File: config.mk
export PLATFORM = sky130hd
export DESIGN_NAME = uart_rx_deserializer
export DESIGN_NICKNAME = d
export VERILOG_FILES = /design/src/rtl/uart_pkg.sv /design/src/rtl/uart_rx_sync.sv /design/src/rtl/uart_rx_deserializer.sv
export SDC_FILE = /design/constraint.sdc
export NUM_CORES = 1
export LEC_CHECK = 0
export CELL_PAD_IN_SITES_DETAIL_PLACEMENT = 1
export CELL_PAD_IN_SITES_GLOBAL_PLACEMENT = 2
export CORE_MARGIN = 2
export CORE_UTILIZATION = 37
export DETAILED_ROUTE_END_ITERATION = 16
export GPL_ROUTABILITY_DRIVEN = 0
export PLACE_DENSITY = 0.82
export RECOVER_POWER = 50
export REMOVE_ABC_BUFFERS = 1
export SYNTH_ARGS = -nofsm -noshare
export SYNTH_HDL_FRONTEND = slang
export SYNTH_HIERARCHICAL = 1
export SYNTH_SLANG_ARGS = --single-unit
File: constraint.sdc
create_clock -name CLK -period 2.6 [get_ports CLK]
set_input_delay 0.26 -clock CLK [delete_from_list [all_inputs] [get_ports CLK]]
set_output_delay 0.26 -clock CLK [all_outputs]
set_load 0.02 [all_outputs]
File: src/rtl/uart_pkg.sv
// Shared types and constants for the UART receive path.
package uart_pkg;

    localparam int UART_DATA_W = 8;

    typedef enum logic [2:0] {
        IDLE   = 3'd0,
        START  = 3'd1,
        DATA   = 3'd2,
        PARITY = 3'd3,
        STOP   = 3'd4,
        BREAK  = 3'd5
    } rx_state_t;

    // Even parity holds when the XOR over data and parity bit is zero.
    function automatic logic even_parity_ok(input logic [UART_DATA_W-1:0] d, input logic p);
        return ~(^{d, p});
    endfunction

endpackage

File: src/rtl/uart_rx_sync.sv
// Two-flop synchroniser for the asynchronous RXD line; resets to the idle level (1).
module uart_rx_sync (
    input  logic clk_i,
    input  logic rst_ni,
    input  logic d_i,
    output logic q_o
);

    logic s1_q;
    logic s2_q;

    always_ff @(posedge clk_i or negedge rst_ni) begin
        if (!rst_ni) begin
            s1_q <= 1'b1;
            s2_q <= 1'b1;
        end else begin
            s1_q <= d_i;
            s2_q <= s1_q;
        end
    end

    assign q_o = s2_q;

endmodule

File: src/rtl/uart_rx_deserializer.sv
// UART receiver (8N1, LSB first, oversampled by CLK_PER_BIT) producing one byte per valid strobe.
// Define UART_RX_PARITY_EN for 8E1 frames with an even-parity check.
module uart_rx_deserializer
    import uart_pkg::*;
#(
    parameter int CLK_PER_BIT = 868
) (
    input  logic                   CLK,
    input  logic                   RSTN,
    input  logic                   RXD,
    output logic [UART_DATA_W-1:0] data,
    output logic                   valid,
    output logic                   ferr,
    output logic                   busy,
    output rx_state_t              state_o
);

    localparam int CNT_W = $clog2(CLK_PER_BIT);
    localparam logic [CNT_W-1:0] BIT_LAST  = CNT_W'(CLK_PER_BIT - 1);
    localparam logic [CNT_W-1:0] HALF_LAST = CNT_W'(CLK_PER_BIT / 2 - 1);

    logic rxs;

    rx_state_t              state_q, state_d;
    logic [CNT_W-1:0]       cnt_q, cnt_d;
    logic [2:0]             idx_q, idx_d;
    logic [UART_DATA_W-1:0] shreg_q, shreg_d;
    logic [UART_DATA_W-1:0] data_q, data_d;
    logic                   valid_q, valid_d;
    logic                   ferr_q, ferr_d;
`ifdef UART_RX_PARITY_EN
    logic                   parity_q, parity_d;
`endif

    uart_rx_sync u_sync (
        .clk_i  (CLK),
        .rst_ni (RSTN),
        .d_i    (RXD),
        .q_o    (rxs)
    );

    always_ff @(posedge CLK or negedge RSTN) begin
        if (!RSTN) begin
            state_q  <= IDLE;
            cnt_q    <= '0;
            idx_q    <= '0;
            shreg_q  <= '0;
            data_q   <= '0;
            valid_q  <= 1'b0;
            ferr_q   <= 1'b0;
`ifdef UART_RX_PARITY_EN
            parity_q <= 1'b0;
`endif
        end else begin
            state_q  <= state_d;
            cnt_q    <= cnt_d;
            idx_q    <= idx_d;
            shreg_q  <= shreg_d;
            data_q   <= data_d;
            valid_q  <= valid_d;
            ferr_q   <= ferr_d;
`ifdef UART_RX_PARITY_EN
            parity_q <= parity_d;
`endif
        end
    end

    always_comb begin
        state_d  = state_q;
        cnt_d    = cnt_q;
        idx_d    = idx_q;
        shreg_d  = shreg_q;
        data_d   = data_q;
        valid_d  = 1'b0;
        ferr_d   = 1'b0;
`ifdef UART_RX_PARITY_EN
        parity_d = parity_q;
`endif
        case (state_q)
            IDLE: begin
                cnt_d = '0;
                if (!rxs) begin
                    state_d = START;
                end
            end
            START: begin
                cnt_d = cnt_q + 1'b1;
                // Mid-start-bit re-check rejects short glitches on the idle line.
                if (cnt_q == HALF_LAST) begin
                    cnt_d   = '0;
                    idx_d   = '0;
                    state_d = rxs ? IDLE : DATA;
                end
            end
            DATA: begin
                cnt_d = cnt_q + 1'b1;
                if (cnt_q == BIT_LAST) begin
                    cnt_d          = '0;
                    shreg_d[idx_q] = rxs;
                    idx_d          = idx_q + 3'd1;
                    if (idx_q == 3'd7) begin
`ifdef UART_RX_PARITY_EN
                        state_d = PARITY;
`else
                        state_d = STOP;
`endif
                    end
                end
            end
`ifdef UART_RX_PARITY_EN
            PARITY: begin
                cnt_d = cnt_q + 1'b1;
                if (cnt_q == BIT_LAST) begin
                    cnt_d    = '0;
                    parity_d = rxs;
                    state_d  = STOP;
                end
            end
`endif
            STOP: begin
                cnt_d = cnt_q + 1'b1;
                if (cnt_q == BIT_LAST) begin
                    cnt_d = '0;
                    if (rxs) begin
                        state_d = IDLE;
`ifdef UART_RX_PARITY_EN
                        if (even_parity_ok(shreg_q, parity_q)) begin
                            data_d  = shreg_q;
                            valid_d = 1'b1;
                        end else begin
                            ferr_d = 1'b1;
                        end
`else
                        data_d  = shreg_q;
                        valid_d = 1'b1;
`endif
                    end else begin
                        ferr_d  = 1'b1;
                        state_d = BREAK;
                    end
                end
            end
            BREAK: begin
                // A held-low line must return high before a new start edge is accepted.
                cnt_d = '0;
                if (rxs) begin
                    state_d = IDLE;
                end
            end
            default: begin
                cnt_d   = '0;
                state_d = IDLE;
            end
        endcase
    end

    assign data    = data_q;
    assign valid   = valid_q;
    assign ferr    = ferr_q;
    assign busy    = (state_q != IDLE);
    assign state_o = state_q;

endmodule
Word level (Yosys, flattened, before mapping)
Index checks and enable logic that the tools add are counted.
{ "op_classes": {"n_addsub": 2, "mul": 0, "n_div": 0, "order_cmp": 2, "eq_ne": 13, "n_shift": 0, "mux": 24, "bitwise_logic": 0, "reduce_logical": 9} }
{ "op_table": {"columns": ["operator", "n"], "rows": [
  ["$mux W3", 9],
  ["$mux W10", 2],
  ["$pmux W10 S2", 1],
  ["$pmux W3 S5", 1],
  ["$add A10 B1 Y10 const B", 1],
  ["$eq A10 B10 Y1 const B", 1],
  ["$eq A10 B9 Y1 const B", 1],
  ["$ne A2 B2 Y1 const B", 5],
  ["$eq A3 B3 Y1 const B", 3],
  ["$bwmux W8", 1],
  ["$mux W1", 7],
  ["$pmux W3 S2", 1],
  ["$reduce_and A3 Y1", 2],
  ["$reduce_and A6 Y1", 1],
  ["$lt A3 B4 Y1 const B", 1],
  ["$add A3 B1 Y3 const B", 1],
  ["$demux W1 S3", 1],
  ["$eq A3 B1 Y1 const B", 1],
  ["$eq A3 B2 Y1 const B", 1],
  ["$ge A3 B1 Y1 const B", 1],
  ["$logic_not A3 Y1", 1],
  ["$reduce_bool A3 Y1", 1],
  ["$mux W2", 1],
  ["$ne A2 B1 Y1 const B", 1],
  ["other kinds (4)", 4]
]} }
{ "totals": {"register_bits": 36, "latch_bits": 0, "ram_bits": 0, "romBits": 0, "input_bits": 3, "output_inout_bits": 14, "wordCells": 59, "memories": 0} }

Longest topological paths before layout
Gate-level depths: netlist (run 1).
{ "logic_depth": {"ltp_word": 5, "depth_mapped": 6, "depth_no_buf": 6} }

Cells and area by module
Netlist (run 1), hierarchy kept.
{ "modules_own_cells": {"columns": ["mod", "n_inst", "cells_each", "area_per_inst_um2", "seq_area_each_um2"], "rows": [
  ["uart_rx_deserializer", 1, 138, 1621.6, 850.8],
  ["uart_rx_sync", 1, 2, 52.6, 52.6]
]} }

Worst setup path after synthesis (run 1)
Ideal clock, no wire load.
{ "synth_path": {"kind": "register to register", "start": "register state_q[1] (netlist: state_o[1])", "end": "register shreg_q[2]", "setup_time_ps": 128, "arrival_ps": 2125, "t_required_ps": 2472, "path_slack_ps": 347, "path_stages_with_launch": 7, "n_path_buf": 2, "period_less_slack_ps": 2253, "cell_sequence": "dfrtp_1 clkbuf_2 or3b_1 or4_1 buf_2 nor4b_4 mux2_1"} }
{ "synth_between": {"elab_chain_len": 2} }
{ "synth_rtl": {"columns": ["element", "line", "rtl"], "rows": [
  ["start: declaration", "uart_rx_deserializer.sv:24", "rx_state_t state_q, state_d;"],
  ["start signal: assignment", "uart_rx_deserializer.sv:55", "state_q <= state_d;"],
  ["$eq A3 B2 Y1", "uart_rx_deserializer.sv:79", "case (state_q)"],
  ["$reduce_and A2 Y1 (no source line)", null, null],
  ["end signal: assignment", "uart_rx_deserializer.sv:58", "shreg_q <= shreg_d;"],
  ["end: declaration", "uart_rx_deserializer.sv:27", "logic [UART_DATA_W-1:0] shreg_q, shreg_d;"]
]} }
Every way passes these cells.
A chain may end at the register's enable or synchronous reset.

Worst setup path in the final report (run 1)
{ "layout_path": {"start": "register cnt_q[2]", "end": "register shreg_q[0]"} }
{ "layout_between": {"elab_chain_len": 2} }
{ "layout_rtl": {"columns": ["element", "line", "rtl"], "rows": [
  ["start: declaration", "uart_rx_deserializer.sv:25", "logic [CNT_W-1:0] cnt_q, cnt_d;"],
  ["start signal: assignment", "uart_rx_deserializer.sv:56", "cnt_q <= cnt_d;"],
  ["$eq A10 B10 Y1", "uart_rx_deserializer.sv:97", "if (cnt_q == BIT_LAST) begin"],
  ["$reduce_and A2 Y1 (no source line)", null, null]
]} }
Every way passes these cells.

==> impl_metrics.xml, run 1 <==
<?xml version="1.0" encoding="UTF-8"?>
<metrics>
  <group name="timing">
    <metric name="final.setup_skew" unit="ps">6.74</metric>
    <metric name="tns" unit="ps">0</metric>
    <metric name="timing_hold_violations_final" unit="">0</metric>
    <metric name="timing.final.max_slew_violations" unit="">37</metric>
    <metric name="timing.final.ws_setup" unit="ps">251</metric>
    <metric name="slew_at_the_pin_closest_to_its_max_slew_limit" unit="ps">1900</metric>
    <metric name="setup-violations-final" unit="">0</metric>
    <metric name="final_period_minus_worst_setup_slack" unit="ps">2350</metric>
    <metric name="layout_worst_path_cycle_share" unit="">0.903</metric>
    <metric name="achievable-frequency" unit="MHz">426</metric>
    <metric name="slew_headroom" unit="">-0.270</metric>
    <metric name="grt_setup_unrepaired" unit="">no</metric>
  </group>
  <group name="die">
    <metric name="core_region_area" unit="µm²">4350</metric>
    <metric name="die-area" unit="µm²">5080</metric>
    <metric name="ios" unit="">17</metric>
    <metric name="chipHeight" unit="µm">71.3</metric>
    <metric name="die-width" unit="µm">71.3</metric>
    <metric name="floorplan.initialDensity" unit="">0.384</metric>
    <metric name="std_cell_rows" unit="">24</metric>
  </group>
  <group name="final_layout">
    <metric name="n_fill_cell" unit="">453</metric>
    <metric name="n_antenna_cell" unit="">0</metric>
    <metric name="drive_above_1_share" unit="">0.210</metric>
    <metric name="nNetsFinal" unit="">168</metric>
    <metric name="layout_overhead_on_the_synthesized_area" unit="%">21.2</metric>
  </group>
  <group name="run_status">
    <metric name="failed_checks" unit="">max-capacitance violations, max-slew violations</metric>
    <metric name="run_status" unit="">complete, but fails checks</metric>
  </group>
  <group name="critical_path">
    <metric name="setup.reg_to_reg.worst_slack" unit="ps">250</metric>
    <metric name="launching_instance_or_port_of_the_critical_path" unit="">cnt_q[2]$_DFF_PN0_</metric>
    <metric name="timing.critical_path.from_type" unit="">flop</metric>
    <metric name="crit_path_cell_trace" unit="">or3b_4 -&gt; or4_1 -&gt; nor4_1 -&gt; mux2_2</metric>
    <metric name="worst_ep_required_time" unit="ps">2770</metric>
    <metric name="critical_path_arrival" unit="ps">2520</metric>
    <metric name="critical_path.max_stage_delay" unit="ps">700</metric>
    <metric name="timing.rr.start" unit="">cnt_q[2]$_DFF_PN0_</metric>
    <metric name="timing_worst_setup_path_type" unit="">reg -&gt; reg</metric>
    <metric name="timing.critical_path.fanout_max" unit="">7</metric>
    <metric name="setup.worst_path.end_class" unit="">flop</metric>
    <metric name="crit_path_top_delay_cell" unit="">sky130_fd_sc_hd__or4_1</metric>
    <metric name="worst_r2r_path_depth" unit="">4</metric>
    <metric name="critical_path.reg2reg.endpoint" unit="">shreg_q[0]$_DFFE_PN0P_</metric>
  </group>
  <group name="clock_tree">
    <metric name="cts_tree" unit="">built</metric>
    <metric name="clock_insertion_delay_worst_skew" unit="ps">280</metric>
    <metric name="cts_resized" unit="">0</metric>
    <metric name="cts-buffers-inserted" unit="">5</metric>
    <metric name="cts.reportedPaths.clkPinSlew" unit="ps">70</metric>
    <metric name="clockBufferDepth" unit="">2</metric>
    <metric name="cts.sinks" unit="">36</metric>
    <metric name="clock-root-buffer" unit="">sky130_fd_sc_hd__clkbuf_8</metric>
    <metric name="htree_levels" unit="">2</metric>
    <metric name="ctsHoldBuffers" unit="">0</metric>
    <metric name="post-cts-setup-buffer-count" unit="">0</metric>
  </group>
  <group name="routing">
    <metric name="drtAntennaViolNets" unit="">0</metric>
    <metric name="totalWireLength" unit="µm">3280</metric>
    <metric name="post_drt_wl_per_cell" unit="µm">15.3</metric>
    <metric name="drt_drc_violations_left" unit="">0</metric>
    <metric name="firstDrtPassIters" unit="">4</metric>
    <metric name="vias_per_cell" unit="">5.30</metric>
    <metric name="detail_route.iter0.violations" unit="">69</metric>
    <metric name="num_vias" unit="">1134</metric>
  </group>
  <group name="place">
    <metric name="placement.setup.worst_slack" unit="ps">239</metric>
    <metric name="buffer_ports.inserted" unit="">16</metric>
    <metric name="hpwlAfterDp" unit="µm">2290</metric>
  </group>
  <group name="synthesis">
    <metric name="synthTopCellsByArea" unit="">sky130_fd_sc_hd__dfrtp_1 (51%), sky130_fd_sc_hd__mux2_2 (10%), sky130_fd_sc_hd__nor2_1 (3.6%), sky130_fd_sc_hd__dfstp_2 (3.1%), sky130_fd_sc_hd__xor2_1 (3.1%)</metric>
    <metric name="syn_area" unit="µm²">1670</metric>
    <metric name="synthMostInstantiatedCell" unit="">sky130_fd_sc_hd__dfrtp_1</metric>
    <metric name="synth_enable_flop_cells" unit="">0</metric>
    <metric name="yosysTopAreaCell" unit="">sky130_fd_sc_hd__dfrtp_1</metric>
    <metric name="synth_async_sr_flop_share" unit="">1.00</metric>
    <metric name="yosys_warnings" unit="">6</metric>
    <metric name="synth_ff_type" unit="">sky130_fd_sc_hd__dfrtp_1</metric>
    <metric name="synth_commonest_cells" unit="">sky130_fd_sc_hd__dfrtp_1 (34), sky130_fd_sc_hd__nor2_1 (16), sky130_fd_sc_hd__mux2_2 (15)</metric>
    <metric name="yosys.area.top_type_share" unit="">0.508</metric>
    <metric name="ys_types" unit="">40</metric>
    <metric name="ys_ff_latch" unit="">36</metric>
    <metric name="seq_area_frac_synth" unit="">0.540</metric>
    <metric name="syn_inst" unit="">140</metric>
    <metric name="syn-mean-instance-area" unit="µm²">12.0</metric>
  </group>
  <group name="power_and_ir_drop">
    <metric name="lkg_pwr" unit="nW">0.918</metric>
    <metric name="worst_ir_drop_vdd" unit="µV">193</metric>
    <metric name="power.density_cell_area" unit="nW/µm²">547</metric>
    <metric name="post-layout-total-power" unit="mW">1.11</metric>
  </group>
  <group name="hold_path">
    <metric name="hold_depth" unit="">0</metric>
    <metric name="holdCritStartpoint" unit="">u_sync/s1_q$_DFF_PN1_</metric>
    <metric name="hold_path_end" unit="">u_sync/q_o$_DFF_PN1_</metric>
    <metric name="min-delay-path-class" unit="">reg -&gt; reg</metric>
  </group>
  <group name="job">
    <metric name="maxCapViolCount" unit="">1</metric>
  </group>
  <group name="grt">
    <metric name="grt_max_degree" unit="">37</metric>
    <metric name="grt_util_all_layers" unit="">0.148</metric>
    <metric name="grt_pass1_wl" unit="µm">5860</metric>
    <metric name="grt_pass1_vias" unit="">1192</metric>
    <metric name="grt_remaining_overflow" unit="">0</metric>
    <metric name="initial_antenna_violation_count" unit="">0</metric>
  </group>
</metrics>
[cell families after synthesis]
| family | share of synthesized area |
|---|---|
| AOI/OAI and AO/OA | 0.0396 |
| xor gates and xnor gates | 0.0419 |
| adders and majority gates | 0.0299 |
| buffers and inverters | 0.0224 |
| DFF | 0.540 |
| muxes | 0.108 |
| and+or+nand+nor | 0.219 |
[per-stage QoR]
step	cells	utilization	hold slack, ps	cell area [µm²]
after floorplan	133	-	-35.6	1640
after global placement	206	0.438	347	1910
after detailed placement	206	0.438	347	1910
after CTS	214	0.467	357	2030
after global routing	214	0.466	362	2030
final	214	0.466	355	2030
[cells in the final DEF (no fill, tap or decap), types with 2 or more instances in the layout]
cell                               n
sky130_fd_sc_hd__buf_4             4
sky130_fd_sc_hd__nand4_1           7
sky130_fd_sc_hd__a22o_1            2
sky130_fd_sc_hd__nand2b_1          2
sky130_fd_sc_hd__and2_1            2
sky130_fd_sc_hd__dlygate4sd3_1     6
sky130_fd_sc_hd__dfstp_2           2
sky130_fd_sc_hd__nor3b_1           4
sky130_fd_sc_hd__mux2_2           15
sky130_fd_sc_hd__o21ai_0           3
sky130_fd_sc_hd__nand4b_1          2
sky130_fd_sc_hd__clkbuf_8          7
sky130_fd_sc_hd__nor4_1            2
sky130_fd_sc_hd__nor2_1           16
sky130_fd_sc_hd__inv_1             2
sky130_fd_sc_hd__nand3_1           6
sky130_fd_sc_hd__xnor2_1           2
sky130_fd_sc_hd__nand2_1           4
sky130_fd_sc_hd__ha_1              4
sky130_fd_sc_hd__dfrtp_1          34
sky130_fd_sc_hd__xor2_1            6
sky130_fd_sc_hd__clkdlybuf4s50_1  10
[critical path: cells and delay by family, from the launching register on]
family | cells | cell delay [ps]
and+or+nand+nor | 3 | 1420
DFF | 1 | 450
muxes | 1 | 370
[report_power, final]
group	switching, mW	internal [mW]
registers	0.00332	0.563
logic	0.0107	0.00270
clock network	0.192	0.338
[area by class of cell]
class                      instances  area [µm²]  share of cell area
clock buffer                       7        96.3              0.0475
clock inverter                     1        30.0              0.0148
inverter                           2        7.51             0.00370
multi-input combinational         95         733               0.361
sequential                        36         903               0.445
tap                               52        65.1              0.0321
timing repair buffer              21         194              0.0956
[routing by layer]
metal  wire length (µm)  share of wire  global-route usage  vias to the layer above
met5                  0              0                   0                        -
met4                 36          0.011              0.0440                        0
met3                133          0.041              0.0436                        4
met2               1630           0.50               0.257                       21
met1               1480           0.45               0.177                      564
li1                   -              -                   -                      545
[flip-flops by register name, summed over array words and instances (netlist names)]
| name | count |
|---|---|
| u_sync/q_o | 1 |
| ferr | 1 |
| shreg_q | 8 |
| u_sync/s1_q | 1 |
| data | 8 |
| idx_q | 3 |
| valid | 1 |
| state_o | 3 |
| cnt_q | 10 |
[worst max-delay path by stage]
stage | end | slack [ps] | depth (start not counted)
2_1_floorplan | shreg_q[2]$_DFFE_PN0P_ | 370 | 4
3_3_place_gp | shreg_q[2]$_DFFE_PN0P_ | 320 | 4
3_5_place_dp | shreg_q[0]$_DFFE_PN0P_ | 240 | 4
4_1_cts | shreg_q[0]$_DFFE_PN0P_ | 220 | 4
5_1_grt | idx_q[1]$_DFFE_PN0P_ | 140 | 2
6_report | shreg_q[0]$_DFFE_PN0P_ | 250 | 4
Note: power is estimated with default switching activity, not from simulation.
==> run 2, diff against run 1 <==
--- a/config.mk
+++ b/config.mk
@@ -11,9 +11,11 @@
 export CORE_UTILIZATION = 37
 export DETAILED_ROUTE_END_ITERATION = 16
 export GPL_ROUTABILITY_DRIVEN = 0
+export GPL_TIMING_DRIVEN = 0
 export PLACE_DENSITY = 0.82
 export RECOVER_POWER = 50
 export REMOVE_ABC_BUFFERS = 1
+export SLEW_MARGIN = 20
 export SYNTH_ARGS = -nofsm -noshare
 export SYNTH_HDL_FRONTEND = slang
 export SYNTH_HIERARCHICAL = 1
==> run 2 against run 1 <==
Total power decreased by 13%. Flip-flop and latch count stayed put. Sequential power about the same. Non-clock buffer count decreased by 2. Fmax shrank 0.29%. Clock power decreased by 27%. Clock skew decreased by 3.3 ps. The flow now finishes without violations. Critical endpoint unchanged. Highest routed layer unchanged. Worst hold slack improved by 4.2 ps. Clock-buffer cell count is 2 lower. Die area unchanged. First-iteration DRC count fell by 39%.
==> impl_metrics.xml, run 2 (synthesis gave the netlist of run 1 again) <==
<?xml version="1.0" encoding="UTF-8"?>
<metrics>
  <group name="final_layout">
    <metric name="top_register" unit="">cnt_q</metric>
    <metric name="layout.cells.most_common_list" unit="">sky130_fd_sc_hd__dfrtp_1 (34), sky130_fd_sc_hd__nor2_1 (16), sky130_fd_sc_hd__mux2_2 (15)</metric>
    <metric name="nNetsFinal" unit="">166</metric>
    <metric name="leading_cell_type_in_the_layout_fill_and_taps_excluded" unit="">sky130_fd_sc_hd__dfrtp_1</metric>
    <metric name="layout_overhead_on_the_synthesized_area" unit="%">18.7</metric>
    <metric name="n_antenna_cell" unit="">0</metric>
    <metric name="final_standard_cell_utilization_of_the_core" unit="">0.456</metric>
    <metric name="drive_above_1_share" unit="">0.200</metric>
    <metric name="n_fill_cell" unit="">485</metric>
    <metric name="number_of_flip_flops_under_the_largest_register_name" unit="">10</metric>
    <metric name="layout.cell_area.non_filler" unit="µm²">1990</metric>
  </group>
  <group name="timing">
    <metric name="timing.hold.ws" unit="ps">360</metric>
    <metric name="setup-violations-final" unit="">0</metric>
    <metric name="slew_headroom" unit="">0.207</metric>
    <metric name="tns" unit="ps">0</metric>
    <metric name="final.setup_skew" unit="ps">3.49</metric>
    <metric name="layout_worst_path_cycle_share" unit="">0.906</metric>
    <metric name="achievable-frequency" unit="MHz">424</metric>
    <metric name="grt_setup_unrepaired" unit="">no</metric>
    <metric name="timing_hold_violations_final" unit="">0</metric>
    <metric name="final_period_minus_worst_setup_slack" unit="ps">2360</metric>
    <metric name="timing.final.ws_setup" unit="ps">244</metric>
    <metric name="timing.final.max_slew_violations" unit="">0</metric>
    <metric name="slew_at_the_pin_closest_to_its_max_slew_limit" unit="ps">1190</metric>
  </group>
  <group name="die">
    <metric name="floorplan.initialDensity" unit="">0.384</metric>
    <metric name="die-width" unit="µm">71.3</metric>
    <metric name="die-area" unit="µm²">5080</metric>
    <metric name="core_region_area" unit="µm²">4350</metric>
    <metric name="ios" unit="">17</metric>
    <metric name="chipHeight" unit="µm">71.3</metric>
    <metric name="std_cell_rows" unit="">24</metric>
  </group>
  <group name="critical_path">
    <metric name="crit_path_cell_trace" unit="">or3b_4 -&gt; or4_1 -&gt; nor4_1 -&gt; mux2_2</metric>
    <metric name="cp_top_family" unit="">simple AND/OR/NAND/NOR gates</metric>
    <metric name="crit_path_top_delay_cell" unit="">sky130_fd_sc_hd__or4_1</metric>
    <metric name="worst_ep_required_time" unit="ps">2770</metric>
    <metric name="timing.critical_path.fanout_max" unit="">7</metric>
    <metric name="crit_buf_inv" unit="">0</metric>
    <metric name="critical_path.max_stage_delay" unit="ps">690</metric>
    <metric name="timing_worst_setup_path_type" unit="">reg -&gt; reg</metric>
    <metric name="setup.worst_path.end_class" unit="">flop</metric>
    <metric name="timing.critical_path.from_type" unit="">flop</metric>
    <metric name="critical_path_arrival" unit="ps">2530</metric>
  </group>
  <group name="power_and_ir_drop">
    <metric name="power.density_cell_area" unit="nW/µm²">488</metric>
    <metric name="worst_ir_drop_vdd" unit="µV">278</metric>
    <metric name="share_clk_of_total_power" unit="">0.401</metric>
    <metric name="power_switching_share" unit="">0.224</metric>
    <metric name="combinational_fraction_of_design_power" unit="">0.015</metric>
    <metric name="total_net_switching_power" unit="mW">0.217</metric>
    <metric name="sequentialPowerShare" unit="">0.584</metric>
    <metric name="p_int" unit="mW">0.753</metric>
    <metric name="lkg_pwr" unit="nW">0.897</metric>
  </group>
  <group name="grt">
    <metric name="grt_util_all_layers" unit="">0.147</metric>
    <metric name="grt_pass1_wl" unit="µm">5740</metric>
    <metric name="grt_pass1_vias" unit="">1182</metric>
    <metric name="grt_remaining_overflow" unit="">0</metric>
    <metric name="initial_antenna_violation_count" unit="">0</metric>
    <metric name="grt_max_degree" unit="">28</metric>
  </group>
  <group name="place">
    <metric name="placed_area" unit="µm²">1880</metric>
    <metric name="buffer_ports.inserted" unit="">16</metric>
    <metric name="hpwlAfterDp" unit="µm">2270</metric>
    <metric name="placement.setup.worst_slack" unit="ps">98.7</metric>
  </group>
  <group name="clock_tree">
    <metric name="clockBufferDepth" unit="">2</metric>
    <metric name="cts.sinks" unit="">36</metric>
    <metric name="clock-root-buffer" unit="">sky130_fd_sc_hd__clkbuf_8</metric>
    <metric name="cts-buffers-inserted" unit="">5</metric>
    <metric name="htree_levels" unit="">2</metric>
    <metric name="cts.reportedPaths.clkPinSlew" unit="ps">70</metric>
    <metric name="cts_tree" unit="">built</metric>
    <metric name="clock_insertion_delay_worst_skew" unit="ps">290</metric>
  </group>
  <group name="routing">
    <metric name="post_drt_wl_per_cell" unit="µm">15.5</metric>
    <metric name="drtAntennaViolNets" unit="">0</metric>
    <metric name="num_vias" unit="">1138</metric>
    <metric name="totalWireLength" unit="µm">3280</metric>
    <metric name="drt_drc_violations_left" unit="">0</metric>
    <metric name="vias_per_cell" unit="">5.37</metric>
    <metric name="firstDrtPassIters" unit="">4</metric>
    <metric name="detail_route.iter0.violations" unit="">42</metric>
  </group>
  <group name="job">
    <metric name="maxCapViolCount" unit="">0</metric>
  </group>
  <group name="run_status">
    <metric name="run_status" unit="">finished, final reports clean</metric>
  </group>
  <group name="hold_path">
    <metric name="min-delay-path-class" unit="">reg -&gt; reg</metric>
  </group>
</metrics>
run 2: worst paths after layout:
| path | startpoint | endpoint | slack, ps | cells after the start |
|---|---|---|---|---|
| max in group asynchronous | RSTN | cnt_q[9]$_DFF_PN0_ | 540 | 3 |
| worst min-delay path | u_sync/s1_q$_DFF_PN1_ | u_sync/q_o$_DFF_PN1_ | 360 | 0 |
| worst max-delay path | cnt_q[2]$_DFF_PN0_ | shreg_q[0]$_DFFE_PN0P_ | 240 | 4 |
| min in group asynchronous | RSTN | state_o[0]$_DFFE_PN0P_ | 470 | 2 |
| worst min register to register | u_sync/s1_q$_DFF_PN1_ | u_sync/q_o$_DFF_PN1_ | 360 | 0 |
| worst max register to register | cnt_q[2]$_DFF_PN0_ | shreg_q[0]$_DFFE_PN0P_ | 240 | 4 |
run 2: timing repair:
action / CTS / global route
hold buffers: 1 / 0
setup buffers: 0 / 1
endpoints found under the hold margin: 9 / 0
endpoints found under the setup margin: 0 / 10
resized for setup: 0 / 1
run 2: layout make-up:
type | instances | area (µm²) | share of cell area
Sequential cell | 36 | 903 | 0.455
Multi-Input combinational cell | 95 | 739 | 0.372
Timing Repair Buffer | 19 | 184 | 0.0926
Clock buffer | 5 | 68.8 | 0.0346
Tap cell | 52 | 65.1 | 0.0327
Clock inverter | 3 | 18.8 | 0.00945
Inverter | 2 | 7.51 | 0.00378
run 2: per-stage QoR:
step           total power [mW]  instances
2_1_floorplan             0.575        133
3_3_place_gp              0.591        201
3_5_place_dp              0.594        202
4_1_cts                   0.992        211
5_1_grt                    1.02        212
6_report                  0.970        212
run 2: worst register-to-register path: stages (launching register included):
cell and delay, ps:
sky130_fd_sc_hd__dfrtp_1 460, sky130_fd_sc_hd__or3b_4 450, sky130_fd_sc_hd__or4_1 690, sky130_fd_sc_hd__nor4_1 270
sky130_fd_sc_hd__mux2_2 380
run 2: power by group through the flow:
stage	Sequential (mW)	Combinational (mW)	Clock, mW
after global routing	0.566	0.0176	0.433
after floorplan	0.575	0.000138	0
after global placement	0.577	0.0139	0
final	0.566	0.0147	0.389
after CTS	0.566	0.0186	0.408
after detailed placement	0.577	0.0174	0
run 2: per-layer routing:
metal / vias to the layer above / global-route usage / wire length [µm]
li1: 541 / - / -
met2: 13 / 0.242 / 1630
met1: 579 / 0.184 / 1490
met5: - / 0 / 0
met4: 0 / 0.0503 / 44
met3: 5 / 0.0464 / 117
